[src/rtl/hazard_ctrl_unit_pkg.sv]
// Shared definitions for the pipeline hazard controller: MD tracker state
// encodings and branch-resolve stage identifiers.
package hazard_ctrl_unit_pkg;

  typedef enum logic {
    MD_IDLE = 1'b0,
    MD_BUSY = 1'b1
  } md_state_t;

  localparam int BR_ID = 2;
  localparam int BR_EX = 3;

  localparam int N_PERF_CNT = 2;
  localparam int PERF_STALL = 0;
  localparam int PERF_FLUSH = 1;

endpackage

[src/rtl/hazard_ctrl_unit_md_busy_tracker.sv]
// Tracks occupancy of the multi-cycle MUL/DIV unit and flags an md_start
// that arrives while an operation is still in flight.
module md_busy_tracker
  import hazard_ctrl_unit_pkg::*;
#(
  parameter int MD_LAT = 4
) (
  input  logic clk,
  input  logic rst,
  input  logic md_start,
  output logic md_busy,
  output logic md_err
);

  localparam int CW = (MD_LAT > 2) ? $clog2(MD_LAT) : 1;

  md_state_t     state_reg, state_next;
  logic [CW-1:0] cnt_reg, cnt_next;
  logic          err_reg, err_next;

  always_ff @(posedge clk or posedge rst) begin
    if (rst) begin
      state_reg <= MD_IDLE;
      cnt_reg   <= '0;
      err_reg   <= 1'b0;
    end else begin
      state_reg <= state_next;
      cnt_reg   <= cnt_next;
      err_reg   <= err_next;
    end
  end

  always_comb begin
    state_next = state_reg;
    cnt_next   = cnt_reg;
    err_next   = err_reg;
    case (state_reg)
      MD_IDLE: begin
        if (md_start) begin
          state_next = MD_BUSY;
          cnt_next   = CW'(MD_LAT - 1);
        end
      end
      MD_BUSY: begin
        // A second issue while busy is an error; the running op keeps its schedule.
        if (md_start) begin
          err_next = 1'b1;
        end
        if (cnt_reg == CW'(1)) begin
          state_next = MD_IDLE;
          cnt_next   = '0;
        end else begin
          cnt_next = cnt_reg - CW'(1);
        end
      end
      default: begin
        state_next = MD_IDLE;
        cnt_next   = '0;
      end
    endcase
  end

  assign md_busy = (state_reg == MD_BUSY);
  assign md_err  = err_reg;

endmodule

[src/rtl/hazard_ctrl_unit.sv]
// Unified hazard controller for the 5-stage pipeline: redirect flushes,
// load-use and MUL/DIV busy stalls, plus saturating stall/flush counters.
module hazard_ctrl_unit
  import hazard_ctrl_unit_pkg::*;
#(
  parameter int BR_STAGE = 2,
  parameter int REG_AW   = 5,
  parameter int MD_LAT   = 4,
  parameter int CNT_W    = 16
) (
  input  logic              clk,
  input  logic              rst,
  input  logic [REG_AW-1:0] id_rs,
  input  logic [REG_AW-1:0] id_rt,
  input  logic              id_use_rs,
  input  logic              id_use_rt,
  input  logic              id_use_hilo,
  input  logic              ex_memread,
  input  logic [REG_AW-1:0] ex_rt,
  input  logic              branch_taken,
  input  logic              jump,
  input  logic              md_start,
  output logic              pc_stall,
  output logic              ifid_stall,
  output logic              ifid_flush,
  output logic              idex_flush,
  output logic              md_busy,
  output logic              md_err,
  output logic [CNT_W-1:0]  stall_cnt,
  output logic [CNT_W-1:0]  flush_cnt
);

  logic lu, mdh, rd;

  md_busy_tracker #(
    .MD_LAT(MD_LAT)
  ) u_md_busy_tracker (
    .clk     (clk),
    .rst     (rst),
    .md_start(md_start),
    .md_busy (md_busy),
    .md_err  (md_err)
  );

  // Register $0 is hardwired zero, so a load targeting it never creates a hazard.
  assign lu  = ex_memread && (ex_rt != '0) &&
               ((id_use_rs && (id_rs == ex_rt)) || (id_use_rt && (id_rt == ex_rt)));
  assign mdh = md_busy && id_use_hilo;
  assign rd  = jump || branch_taken;

  always_comb begin
    pc_stall   = 1'b0;
    ifid_stall = 1'b0;
    ifid_flush = 1'b0;
    idex_flush = 1'b0;
    if (!rst) begin
      if (rd) begin
        // The stalled instruction is on the wrong path anyway, so redirect wins.
        ifid_flush = 1'b1;
        idex_flush = (BR_STAGE == BR_EX) && branch_taken;
      end else if (lu || mdh) begin
        pc_stall   = 1'b1;
        ifid_stall = 1'b1;
        idex_flush = 1'b1;
      end
    end
  end

  logic [N_PERF_CNT-1:0]            cnt_en;
  logic [N_PERF_CNT-1:0][CNT_W-1:0] cnt_val;

  assign cnt_en[PERF_STALL] = pc_stall;
  assign cnt_en[PERF_FLUSH] = ifid_flush;

  genvar gi;
  generate
    for (gi = 0; gi < N_PERF_CNT; gi++) begin : g_perf
      logic [CNT_W-1:0] cnt_reg, cnt_next;

      always_comb begin
        cnt_next = cnt_reg;
        if (cnt_en[gi] && (cnt_reg != {CNT_W{1'b1}})) begin
          cnt_next = cnt_reg + CNT_W'(1);
        end
      end

      always_ff @(posedge clk or posedge rst) begin
        if (rst) begin
          cnt_reg <= '0;
        end else begin
          cnt_reg <= cnt_next;
        end
      end

      assign cnt_val[gi] = cnt_reg;
    end
  endgenerate

  assign stall_cnt = cnt_val[PERF_STALL];
  assign flush_cnt = cnt_val[PERF_FLUSH];

endmodule
[config.mk]
export PLATFORM = sky130hd
export DESIGN_NAME = hazard_ctrl_unit
export DESIGN_NICKNAME = d
export VERILOG_FILES = /design/src/rtl/hazard_ctrl_unit_pkg.sv /design/src/rtl/hazard_ctrl_unit_md_busy_tracker.sv /design/src/rtl/hazard_ctrl_unit.sv
export SDC_FILE = /design/constraint.sdc
export NUM_CORES = 1
export LEC_CHECK = 0
export BUFFER_PORTS_ARGS = -buffer_cell sky130_fd_sc_hd__buf_4
export CAP_MARGIN = 20
export CORE_ASPECT_RATIO = 0.75
export CORE_MARGIN = 2
export CORE_UTILIZATION = 45
export CTS_BUF_LIST = sky130_fd_sc_hd__clkbuf_16
export CTS_CLUSTER_DIAMETER = 30
export DETAILED_ROUTE_END_ITERATION = 8
export PLACE_DENSITY = 0.73
export RECOVER_POWER = 50
export SLEW_MARGIN = 30
export SYNTH_ARGS = -nofsm -noshare
export SYNTH_HDL_FRONTEND = slang
export SYNTH_SLANG_ARGS = --single-unit
[constraint.sdc]
create_clock -name clk -period 2.3 [get_ports clk]
set_clock_uncertainty 0.2 [all_clocks]
set_input_delay 0 -clock clk [delete_from_list [all_inputs] [get_ports clk]]
set_output_delay 0 -clock clk [all_outputs]
set_load 0.05 [all_outputs]
==> results.sh <==
export IMPL_ys_flop_type="dfrtp_1"
export IMPL_post_synth_instance_area_um2=1840
export IMPL_fmax_mhz=468
export IMPL_hp_class="input port to register"
export IMPL_final_hold_violation_count=0
export IMPL_globalRoute_totalOverflow=0
export IMPL_crit_path_start_kind="register"
export IMPL_worst_r2r_startpoint="flush_cnt[0]$_DFFE_PP0P_"
export IMPL_design_die_area_um2=4610
export IMPL_worstPathArrival_ns=2.13
export IMPL_avgRoutedWirePerCell_um=12.7
export IMPL_rr_worst_depth=7
export IMPL_finalWirelength_mm=3.87
export IMPL_grt_util_met1=0.269
export IMPL_synth_nets=203
export IMPL_synth_edf_count=0
export IMPL_endpoint_of_the_worst_slack_reg_to_reg_timing_path="flush_cnt[14]$_DFFE_PP0P_"
export IMPL_cts_htree_levels=2
export IMPL_setup_worst_path_end_class="register"
export IMPL_diode_insertion_count_for_antenna_repair=0
export IMPL_relSlewSlack=0.426
export IMPL_finalCriticalPeriod_ns=2.14
export IMPL_hold_path_startpoint="id_use_hilo"
export IMPL_antenna_violations_before_repair=0
export IMPL_max_cap_viol_count=0
export IMPL_dr_total_vias=1493
export IMPL_io_buffers=61
export IMPL_synthesis_instances=176
export IMPL_worstPathRequired_ns=2.29
export IMPL_final_common_cell="buf_4"
export IMPL_distinct_cells_synth=36
export IMPL_gp_congestion=0.829
export IMPL_ios=62
export IMPL_slew_violations=0
export IMPL_syn_to_final_growth_pct=35.3
export IMPL_postCtsSetupRepairBufs=0
export IMPL_first_global_vias=1381
export IMPL_worstPathCellList="ha_1 -> nand3_1 -> nor3_1 -> a211o_2 -> or2_4 -> nor3_2 -> xor2_1"
export IMPL_report_power_total_uw=2270
export IMPL_use_met2=0.266
export IMPL_slowest_stage="dfrtp_1"
export IMPL_finish_instance_area_um2=2480
export IMPL_yosys_warnings=0
export IMPL_synth_yosys_seq_area_share=0.490
export IMPL_drt_pass1_iter_count=4
export IMPL_mostFrequentLayoutCells="47 x buf_4, 34 x dfrtp_1, 24 x xnor2_1, 22 x nand2_1, 17 x clkbuf_1"
export IMPL_placeableCoreArea_um2=3980
export IMPL_dpl_cell_area_um2=2380
export IMPL_die_height_um=59.3
export IMPL_globalRoute_busiestLayer="met1"
export IMPL_dpl_hpwl_mm=3.00
export IMPL_worst_hold_path_endpoint="stall_cnt[2]$_DFFE_PP0P_"
export IMPL_cts_buffer_depth=2
export IMPL_cts_num_sinks=36
export IMPL_numCtsBuffers=5
export IMPL_ys_async_sr_fraction=1.00
export IMPL_insertion_delay_ns=0.27
export IMPL_clock_root_buffer="clkbuf_16"
export IMPL_syn_mean_instance_area_um2=10.4
export IMPL_nNetsFinal=275
export IMPL_grt_max_degree=37
export IMPL_crit_path_max_incr_delay_ns=0.42
export IMPL_yosys_register_bits=36
export IMPL_clk_pin_slew_worst_paths_ns=0.05
export IMPL_first_iter_violations=58
export IMPL_actual_transition_at_the_worst_max_transition_pin_ns=0.861
export IMPL_setup_reg_to_reg_worst_slack_ns=0.16
export IMPL_report_final_setup_viol=0
export IMPL_leakage_power_figure_uw=0.00116
export IMPL_run_status="finished, final reports clean"
export IMPL_worst_setup_path_type="register to register"
export IMPL_cts_tree="done"
export IMPL_grt_first_pass_wirelength_mm=6.40
export IMPL_floorplan_initialDensity=0.462
export IMPL_track_usage=0.178
export IMPL_num_rows=20
export IMPL_setup_total_negative_slack_ns=0
export IMPL_antenna_viol_nets_final=0
export IMPL_cellPowerDensity_nw_per_um2=913
export IMPL_irDropWorstVdd_v=0.000531
export IMPL_drive_gt1_frac=0.289
export IMPL_grt_use_met3=0.0427
export IMPL_rsz0062_at_grt="false"
export IMPL_detail_route_drc_violations=0
export IMPL_die_width_um=77.8
export IMPL_fin_crit_sh=0.928
export IMPL_drt_vias_per_instance=4.91
export IMPL_worst_hold_path_num_cells=5
export IMPL_critical_path_peak_fanout=6
[layer usage]
metal | wire length (µm) | vias up
met4 | 25 | 0
met5 | 0 | -
li1 | - | 751
met1 | 1980 | 713
met2 | 1720 | 27
met3 | 144 | 2
[worst max-delay path: cells and delay by family, from the launching register on]
| kind | cells | cell delay, ns |
|---|---|---|
| simple gates | 4 | 0.65 |
| flops | 1 | 0.42 |
| compound gates | 1 | 0.39 |
| fa+ha+maj | 1 | 0.23 |
| xor+xnor | 1 | 0.16 |
[cell type report]
type                    count  area (µm²)
repair buffers             68         452
inverters                   5        18.8
fillers                   334        1490
flip-flops and latches     36         903
well taps                  55        68.8
clock buffers               5         125
multi-input cells         132         903
clock inverters             3        13.8
[cell families (layout without fill, tap and decap cells)]
| family | Yosys count | after routing | share of synthesized area |
|---|---|---|---|
| compound gates | 10 | 10 | 0.0463 |
| xor+xnor | 39 | 39 | 0.186 |
| flops | 36 | 36 | 0.490 |
| mux | 3 | 3 | 0.0177 |
| buf+inv | 8 | 81 | 0.0204 |
| simple gates | 77 | 77 | 0.219 |
| fa+ha+maj | 3 | 3 | 0.0204 |
[cells in the mapped netlist, drive strengths merged (3+ instances only)]
cell / number / area [µm²]
xor2: 15 / 131
nor4: 4 / 25.0
xnor2: 24 / 210
dfrtp: 36 / 901
and4: 4 / 42.5
ha: 3 / 37.5
nand3: 11 / 55.1
nor3: 7 / 40.0
nand2: 23 / 88.8
inv: 5 / 18.8
nor2: 14 / 52.6
nand4: 7 / 43.8
[metrics by stage]
step / cells / hold slack [ns] / worst slack (ns) / utilization
after detailed placement: 293 / -0.0164 / 0.173 / 0.598
after global placement: 293 / -0.0232 / 0.246 / 0.598
final: 304 / 0.0575 / 0.165 / 0.625
after global routing: 304 / 0.0910 / 0.0571 / 0.625
after floorplan: 176 / -0.0789 / 0.00469 / -
after CTS: 304 / 0.0551 / 0.155 / 0.641
[report_power, final]
part	internal [µW]	switching (µW)	leakage, µW
registers	744	134	0.000470
clock network	392	229	0.0000710
logic	262	508	0.000622
total	1400	871	0.00116
[worst max-delay path by stage]
stage	startpoint	to	cells after the start
after global placement	flush_cnt[0]$_DFFE_PP0P_	flush_cnt[15]$_DFFE_PP0P_	7
after CTS	flush_cnt[0]$_DFFE_PP0P_	flush_cnt[14]$_DFFE_PP0P_	7
final	flush_cnt[0]$_DFFE_PP0P_	flush_cnt[14]$_DFFE_PP0P_	7
after detailed placement	flush_cnt[0]$_DFFE_PP0P_	flush_cnt[14]$_DFFE_PP0P_	7
after floorplan	flush_cnt[0]$_DFFE_PP0P_	flush_cnt[15]$_DFFE_PP0P_	7
after global routing	flush_cnt[0]$_DFFE_PP0P_	flush_cnt[10]$_DFFE_PP0P_	7
[repair_timing]
action / CTS / global route
resized for setup: 0 / 1
hold endpoints to repair: 43 / 0
setup endpoints to repair: 0 / 1
hold buffers: 3 / 0
(Power assumes the default switching activity.)
